==> src/rtl/dmem_arb_pkg.sv <==
// rtl/dmem_arb_pkg.sv - shared types for the data-memory arbiter
//
// Purpose: FSM state and access-owner encodings used by dmem_arbiter and
// dmem_rr_pick.
// Contents: state_t (IDLE/BUSY/DONE), owner_t (OWN_CPU/OWN_DMA).

package dmem_arb_pkg;

    typedef enum logic [1:0] {
        IDLE = 2'd0,
        BUSY = 2'd1,
        DONE = 2'd2
    } state_t;

    typedef enum logic {
        OWN_CPU = 1'b0,
        OWN_DMA = 1'b1
    } owner_t;

endpackage

==> src/rtl/dmem_rr_pick.sv <==
// rtl/dmem_rr_pick.sv - combinational 2-way round-robin pick
//
// Purpose: choose between the CPU and DMA requesters. A lone requester
// always wins; on a tie the requester not served last wins.
// Ports:
//   cpu_req     in  : CPU request
//   dma_req     in  : DMA/debug request
//   last_dma    in  : 1 when the DMA owned the most recent completed access
//   grant_valid out : at least one request present
//   grant_owner out : chosen owner (meaningful only with grant_valid)

module dmem_rr_pick
    import dmem_arb_pkg::*;
(
    input  logic   cpu_req,
    input  logic   dma_req,
    input  logic   last_dma,
    output logic   grant_valid,
    output owner_t grant_owner
);

    always_comb begin
        grant_valid = cpu_req | dma_req;
        grant_owner = OWN_CPU;
        if (cpu_req && dma_req) begin
            grant_owner = last_dma ? OWN_CPU : OWN_DMA;
        end else if (dma_req) begin
            grant_owner = OWN_DMA;
        end
    end

endmodule

==> src/rtl/dmem_arbiter.sv <==
// rtl/dmem_arbiter.sv - single-port data memory sequencer shared by CPU and DMA
//
// Purpose: grants the data memory to the CPU MEM stage or a DMA/debug
// requester (round-robin on ties), holds the memory interface for MEM_LAT
// BUSY cycles, then pulses the owner's done for one cycle. Requests are
// sampled only in IDLE; the IDLE bubble between accesses is mandatory.
// Configuration: define DMEM_ARB_FAST_WRITE_EN to give writes a single BUSY
// cycle regardless of MEM_LAT (reads unchanged).
// Ports:
//   clk_i, rst_i               : clock, async active-high reset
//   cpu_req_i/we_i/addr_i/wdata_i : CPU request (level, held until done)
//   cpu_stall_o                : cpu_req_i & ~cpu_done_o
//   cpu_done_o, cpu_rdata_o    : completion pulse, registered load data
//   dma_req_i/we_i/addr_i/wdata_i, dma_done_o, dma_rdata_o : same for DMA
//   mem_en_o, mem_we_o, mem_addr_o, mem_wdata_o : memory request
//   mem_rdata_i                : memory read data, valid in last BUSY cycle

module dmem_arbiter #(
    parameter int ADDR_W  = 32,
    parameter int DATA_W  = 32,
    parameter int MEM_LAT = 2
) (
    input  logic              clk_i,
    input  logic              rst_i,
    input  logic              cpu_req_i,
    input  logic              cpu_we_i,
    input  logic [ADDR_W-1:0] cpu_addr_i,
    input  logic [DATA_W-1:0] cpu_wdata_i,
    output logic              cpu_stall_o,
    output logic              cpu_done_o,
    output logic [DATA_W-1:0] cpu_rdata_o,
    input  logic              dma_req_i,
    input  logic              dma_we_i,
    input  logic [ADDR_W-1:0] dma_addr_i,
    input  logic [DATA_W-1:0] dma_wdata_i,
    output logic              dma_done_o,
    output logic [DATA_W-1:0] dma_rdata_o,
    output logic              mem_en_o,
    output logic              mem_we_o,
    output logic [ADDR_W-1:0] mem_addr_o,
    output logic [DATA_W-1:0] mem_wdata_o,
    input  logic [DATA_W-1:0] mem_rdata_i
);

    import dmem_arb_pkg::*;

    localparam int CNT_W = (MEM_LAT > 1) ? $clog2(MEM_LAT) : 1;
    localparam logic [CNT_W-1:0] CNT_LOAD = CNT_W'(MEM_LAT - 1);

    state_t            state_q, state_d;
    owner_t            owner_q, owner_d;
    logic              we_q, we_d;
    logic [ADDR_W-1:0] addr_q, addr_d;
    logic [DATA_W-1:0] wdata_q, wdata_d;
    logic [CNT_W-1:0]  cnt_q, cnt_d;
    logic [DATA_W-1:0] cpu_rdata_q, cpu_rdata_d;
    logic [DATA_W-1:0] dma_rdata_q, dma_rdata_d;
    logic              last_dma_q, last_dma_d;

    logic              grant_valid;
    owner_t            grant_owner;
    logic              grant_we;

    dmem_rr_pick u_pick (
        .cpu_req     (cpu_req_i),
        .dma_req     (dma_req_i),
        .last_dma    (last_dma_q),
        .grant_valid (grant_valid),
        .grant_owner (grant_owner)
    );

    assign grant_we = (grant_owner == OWN_DMA) ? dma_we_i : cpu_we_i;

    always_comb begin
        state_d     = state_q;
        owner_d     = owner_q;
        we_d        = we_q;
        addr_d      = addr_q;
        wdata_d     = wdata_q;
        cnt_d       = cnt_q;
        cpu_rdata_d = cpu_rdata_q;
        dma_rdata_d = dma_rdata_q;
        last_dma_d  = last_dma_q;

        case (state_q)
            IDLE: begin
                if (grant_valid) begin
                    owner_d = grant_owner;
                    we_d    = grant_we;
                    addr_d  = (grant_owner == OWN_DMA) ? dma_addr_i  : cpu_addr_i;
                    wdata_d = (grant_owner == OWN_DMA) ? dma_wdata_i : cpu_wdata_i;
`ifdef DMEM_ARB_FAST_WRITE_EN
                    cnt_d   = grant_we ? '0 : CNT_LOAD;
`else
                    cnt_d   = CNT_LOAD;
`endif
                    state_d = BUSY;
                end
            end
            BUSY: begin
                if (cnt_q == '0) begin
                    // Read data is only valid in the final BUSY cycle.
                    if (!we_q) begin
                        if (owner_q == OWN_DMA) begin
                            dma_rdata_d = mem_rdata_i;
                        end else begin
                            cpu_rdata_d = mem_rdata_i;
                        end
                    end
                    state_d = DONE;
                end else begin
                    cnt_d = cnt_q - CNT_W'(1);
                end
            end
            DONE: begin
                last_dma_d = (owner_q == OWN_DMA);
                state_d    = IDLE;
            end
            default: begin
                state_d = IDLE;
            end
        endcase
    end

    always_ff @(posedge clk_i or posedge rst_i) begin
        if (rst_i) begin
            state_q     <= IDLE;
            owner_q     <= OWN_CPU;
            we_q        <= 1'b0;
            addr_q      <= '0;
            wdata_q     <= '0;
            cnt_q       <= '0;
            cpu_rdata_q <= '0;
            dma_rdata_q <= '0;
            last_dma_q  <= 1'b1;   // CPU wins the first tie
        end else begin
            state_q     <= state_d;
            owner_q     <= owner_d;
            we_q        <= we_d;
            addr_q      <= addr_d;
            wdata_q     <= wdata_d;
            cnt_q       <= cnt_d;
            cpu_rdata_q <= cpu_rdata_d;
            dma_rdata_q <= dma_rdata_d;
            last_dma_q  <= last_dma_d;
        end
    end

    assign mem_en_o    = (state_q == BUSY);
    assign mem_we_o    = mem_en_o & we_q;
    assign mem_addr_o  = addr_q;
    assign mem_wdata_o = wdata_q;

    assign cpu_done_o  = (state_q == DONE) && (owner_q == OWN_CPU);
    assign dma_done_o  = (state_q == DONE) && (owner_q == OWN_DMA);
    assign cpu_rdata_o = cpu_rdata_q;
    assign dma_rdata_o = dma_rdata_q;

    assign cpu_stall_o = cpu_req_i & ~cpu_done_o;

endmodule
==> config.mk <==
export PLATFORM = sky130hd
export DESIGN_NAME = dmem_arbiter
export DESIGN_NICKNAME = d
export VERILOG_FILES = /design/src/rtl/dmem_arb_pkg.sv /design/src/rtl/dmem_rr_pick.sv /design/src/rtl/dmem_arbiter.sv
export SDC_FILE = /design/constraint.sdc
export NUM_CORES = 1
export LEC_CHECK = 0
export CORE_MARGIN = 5
export CORE_UTILIZATION = 41
export CTS_CLUSTER_DIAMETER = 60
export DETAILED_ROUTE_END_ITERATION = 8
export PLACE_DENSITY = 0.81
export SYNTH_ARGS = -nofsm -noshare
export SYNTH_HDL_FRONTEND = slang
export SYNTH_SLANG_ARGS = --single-unit
==> constraint.sdc <==
create_clock -name clk_i -period 5.7 [get_ports clk_i]
set_input_delay 0.855 -clock clk_i [delete_from_list [all_inputs] [get_ports clk_i]]
set_output_delay 0.855 -clock clk_i [all_outputs]
set_load 0.05 [all_outputs]
==> impl_metrics.tcl <==
set metrics [dict create \
    outcome "completed" \
    maxCapViolations 0 \
    crit_buf_inv 2 \
    crit_required_ns 4.85 \
    post-cts-setup-buffers 0 \
    wl_per_cell_um 19.91 \
    cp_max_fo 3 \
    muxShareOfSynthArea_pct 40.36 \
    synthSimpleGateAreaFrac_pct 1.070 \
    die_h_um 131.8 \
    critical_path.most_common_cell "clkdlybuf4s50_1" \
    vias_per_cell 4.835 \
    grt_util_all_layers_pct 19.83 \
    tns_ns 0 \
    p_leak_uw 0.004200 \
    fin_crit_sh_pct 55.81 \
    dieArea_mm2 0.01736 \
    rsz0062_at_grt "false" \
    floorplan.rows 44 \
    numCtsBuffers 17 \
    post-route-util_pct 67.36 \
    initial_core_util_pct 41.83 \
    whs_ns 0.4817 \
    worstSetupEndpointType "output port" \
    clk_pin_slew_ns 0.06 \
    antenna_found_initial 0 \
    placement.io_buffers 298 \
    maxSlewViolCount 0 \
    max-clock-path-buffers 2 \
    dr_total_vias 4202 \
    layout.nets 838 \
    antenna_left 0 \
    antenna_cells 0 \
    syn_inst 369 \
    cts_max_level 4 \
    cpLargestDelayFamily "buffers and inverters" \
    synthAdderAreaFrac_pct 0 \
    grt_pass1_wl_um 27010 \
    seq_power_share_pct 25.4 \
    worst_slew_margin_rel_pct 27.80 \
    cp_cell_sequence "clkdlybuf4s50_1, nor2b_1, clkdlybuf4s50_1" \
    synth.distinct_cells 20 \
    grt-ovfl-total 0 \
    dp_hpwl_um 12970 \
    finalWirelength_um 17310 \
    cts-root-buf "clkbuf_16" \
    slowest_stage "clkdlybuf4s50_1" \
    synth_top_family_by_area "multiplexers" \
    setup_viol 0 \
    place_congestion 0.7992 \
    switching_share_pct 45.64 \
    synthToLayoutAreaGrowth_pct 61.02 \
    core_mm2 0.01453 \
    worst_pin_slew_ns 1.083 \
    critical_path_class "input port to output port" \
    min_path_type "flop to flop" \
    clock_skew_ns 0.008251 \
    cts_tree "yes" \
    ys_seq_area_share_pct 55.18 \
    cp_data_arrival_time_ns 2.33 \
    nFillCells 1066 \
    max_freq_mhz 314.4 \
    holdBufCountCts 0 \
    cpPeakStageDelay_ns 0.81 \
    p_switching_uw 3095 \
    syn_nets 535 \
    yosysWarnings 0 \
    drive_gt1_share_pct 32.85 \
    avgSynthCellArea_um2 16.48 \
    worstSkewPairLatency_ns 0.42 \
    synth_seq_cells 134 \
    grt_max_degree 87 \
    intPower_uw 3686 \
    grt_pass1_vias 4709 \
    powerDensity_mw_per_mm2 692.7 \
    finalHoldViolations 0 \
    ios 299 \
    post_cts_resized 0 \
    peakVddDrop_uv 352.7 \
    die_x_um 131.8 \
    p_clk_share_pct 16.1 \
    synth_compound_area_share_pct 0.5351 \
    start_kind "input port" \
    syn_area_mm2 0.006080 \
    synthXorXnorAreaFrac_pct 0 \
    drtIter0Drc 116 \
    fin_crit_ns 3.181 \
    power_frac_comb_pct 58.5 \
    dr.pass1.iters 4 \
    clock_sinks 134 \
    route.detailed.drc 0 \
]
sequential cells by signal, indices dropped and copies added, names as in the netlist:
register     cells
last_dma_q       1
cnt_q            1
mem_wdata_o     32
mem_addr_o      32
cpu_rdata_o     32
we_q             1
dma_rdata_o     32
state_q          2
owner_q          1
kinds of logic (layout without fill, tap and decap cells):
group           Yosys count  count (layout)
mux                     195             195
flops                   134             134
buf+inv                  24             340
simple gates             12              12
compound gates            4               4
layout by cell type (no fill, tap or decap):
cell type and count:
clkbuf_8 1, dfstp_2 1, mux2_1 12, and3_1 1
and2_1 1, inv_8 1, mux2_4 69, nor2b_1 1
a21o_1 3, a21bo_4 1, clkinv_2 2, nor3_4 1
nand2b_1 2, inv_2 1, clkinv_4 4, inv_1 1
mux2_2 113, inv_6 2, clkinvlp_4 2, nand3_1 1
mux2i_1 1, bufinv_16 2, nor2_1 5, dfrtp_1 133
buf_4 7, clkdlybuf4s50_1 298, clkbuf_16 17, clkbuf_1 1
inv_4 1
power groups by stage:
stage | logic, uW | registers (uW) | clock network [uW]
3_5_place_dp | 4000 | 1740 | 0
3_3_place_gp | 3940 | 1700 | 0
5_1_grt | 4100 | 1790 | 1150
2_1_floorplan | 1050 | 3340 | 0
6_report | 3970 | 1720 | 1090
4_1_cts | 4010 | 1730 | 1110
worst paths after layout:
| path | start | end | slack [ns] | depth (start not counted) |
|---|---|---|---|---|
| max in group asynchronous | rst_i | state_q[1]$_DFFE_PP0P_ | 3.84 | 3 |
| hold reg to reg | cpu_rdata_o[27]$_DFFE_PP0P_ | cpu_rdata_o[27]$_DFFE_PP0P_ | 0.48 | 1 |
| hold / removal | cpu_rdata_o[27]$_DFFE_PP0P_ | cpu_rdata_o[27]$_DFFE_PP0P_ | 0.48 | 1 |
| setup reg to reg | last_dma_q$_DFFE_PP1N_ | mem_addr_o[9]$_DFFE_PP0P_ | 3.18 | 4 |
| setup / recovery | cpu_req_i | cpu_stall_o | 2.52 | 3 |
| min in group asynchronous | rst_i | mem_wdata_o[10]$_DFFE_PP0P_ | 0.97 | 3 |
area by class of cell:
| type | count | area (um^2) | share of cell area [%] |
|---|---|---|---|
| Tap cell | 184 | 230.2 | 2.352 |
| Clock inverter | 13 | 148.9 | 1.521 |
| Sequential cell | 134 | 3354 | 34.27 |
| Clock buffer | 19 | 442.9 | 4.525 |
| Multi-Input combinational cell | 211 | 2564 | 26.19 |
| Inverter | 3 | 13.76 | 0.1406 |
| Timing Repair Buffer | 305 | 3035 | 31.01 |
per-stage QoR:
step	cells	cell area, um^2	setup WS, ns	total power [uW]
6_report	869	9789	2.519	6781
5_1_grt	869	9789	2.481	7044
4_1_cts	869	9789	2.510	6855
3_5_place_dp	837	9198	2.326	5733
3_3_place_gp	837	9198	2.395	5649
2_1_floorplan	369	6080	1.264	4383
Yosys cell counts (all sizes together):
cell type	instances	share of area [%]
mux2	194	40
dfrtp	133	55
buf	21	2.7
nor2	5	0.31
a21o	3	0.37
inv	3	0.19
nand2b	2	0.21
a21bo	1	0.16
and2	1	0.10
and3	1	0.10
dfstp	1	0.43
mux2i	1	0.16
nand3	1	0.082
nor2b	1	0.10
nor3	1	0.16
routing by layer:
layer | wire length, um | vias up | GRT usage, %
li1 | - | 1924 | -
met1 | 6753 | 2060 | 22.79
met2 | 8908 | 179 | 34.14
met3 | 1011 | 39 | 5.305
met4 | 633 | 0 | 9.829
met5 | 0 | - | 0
(Power assumes the default switching activity.)
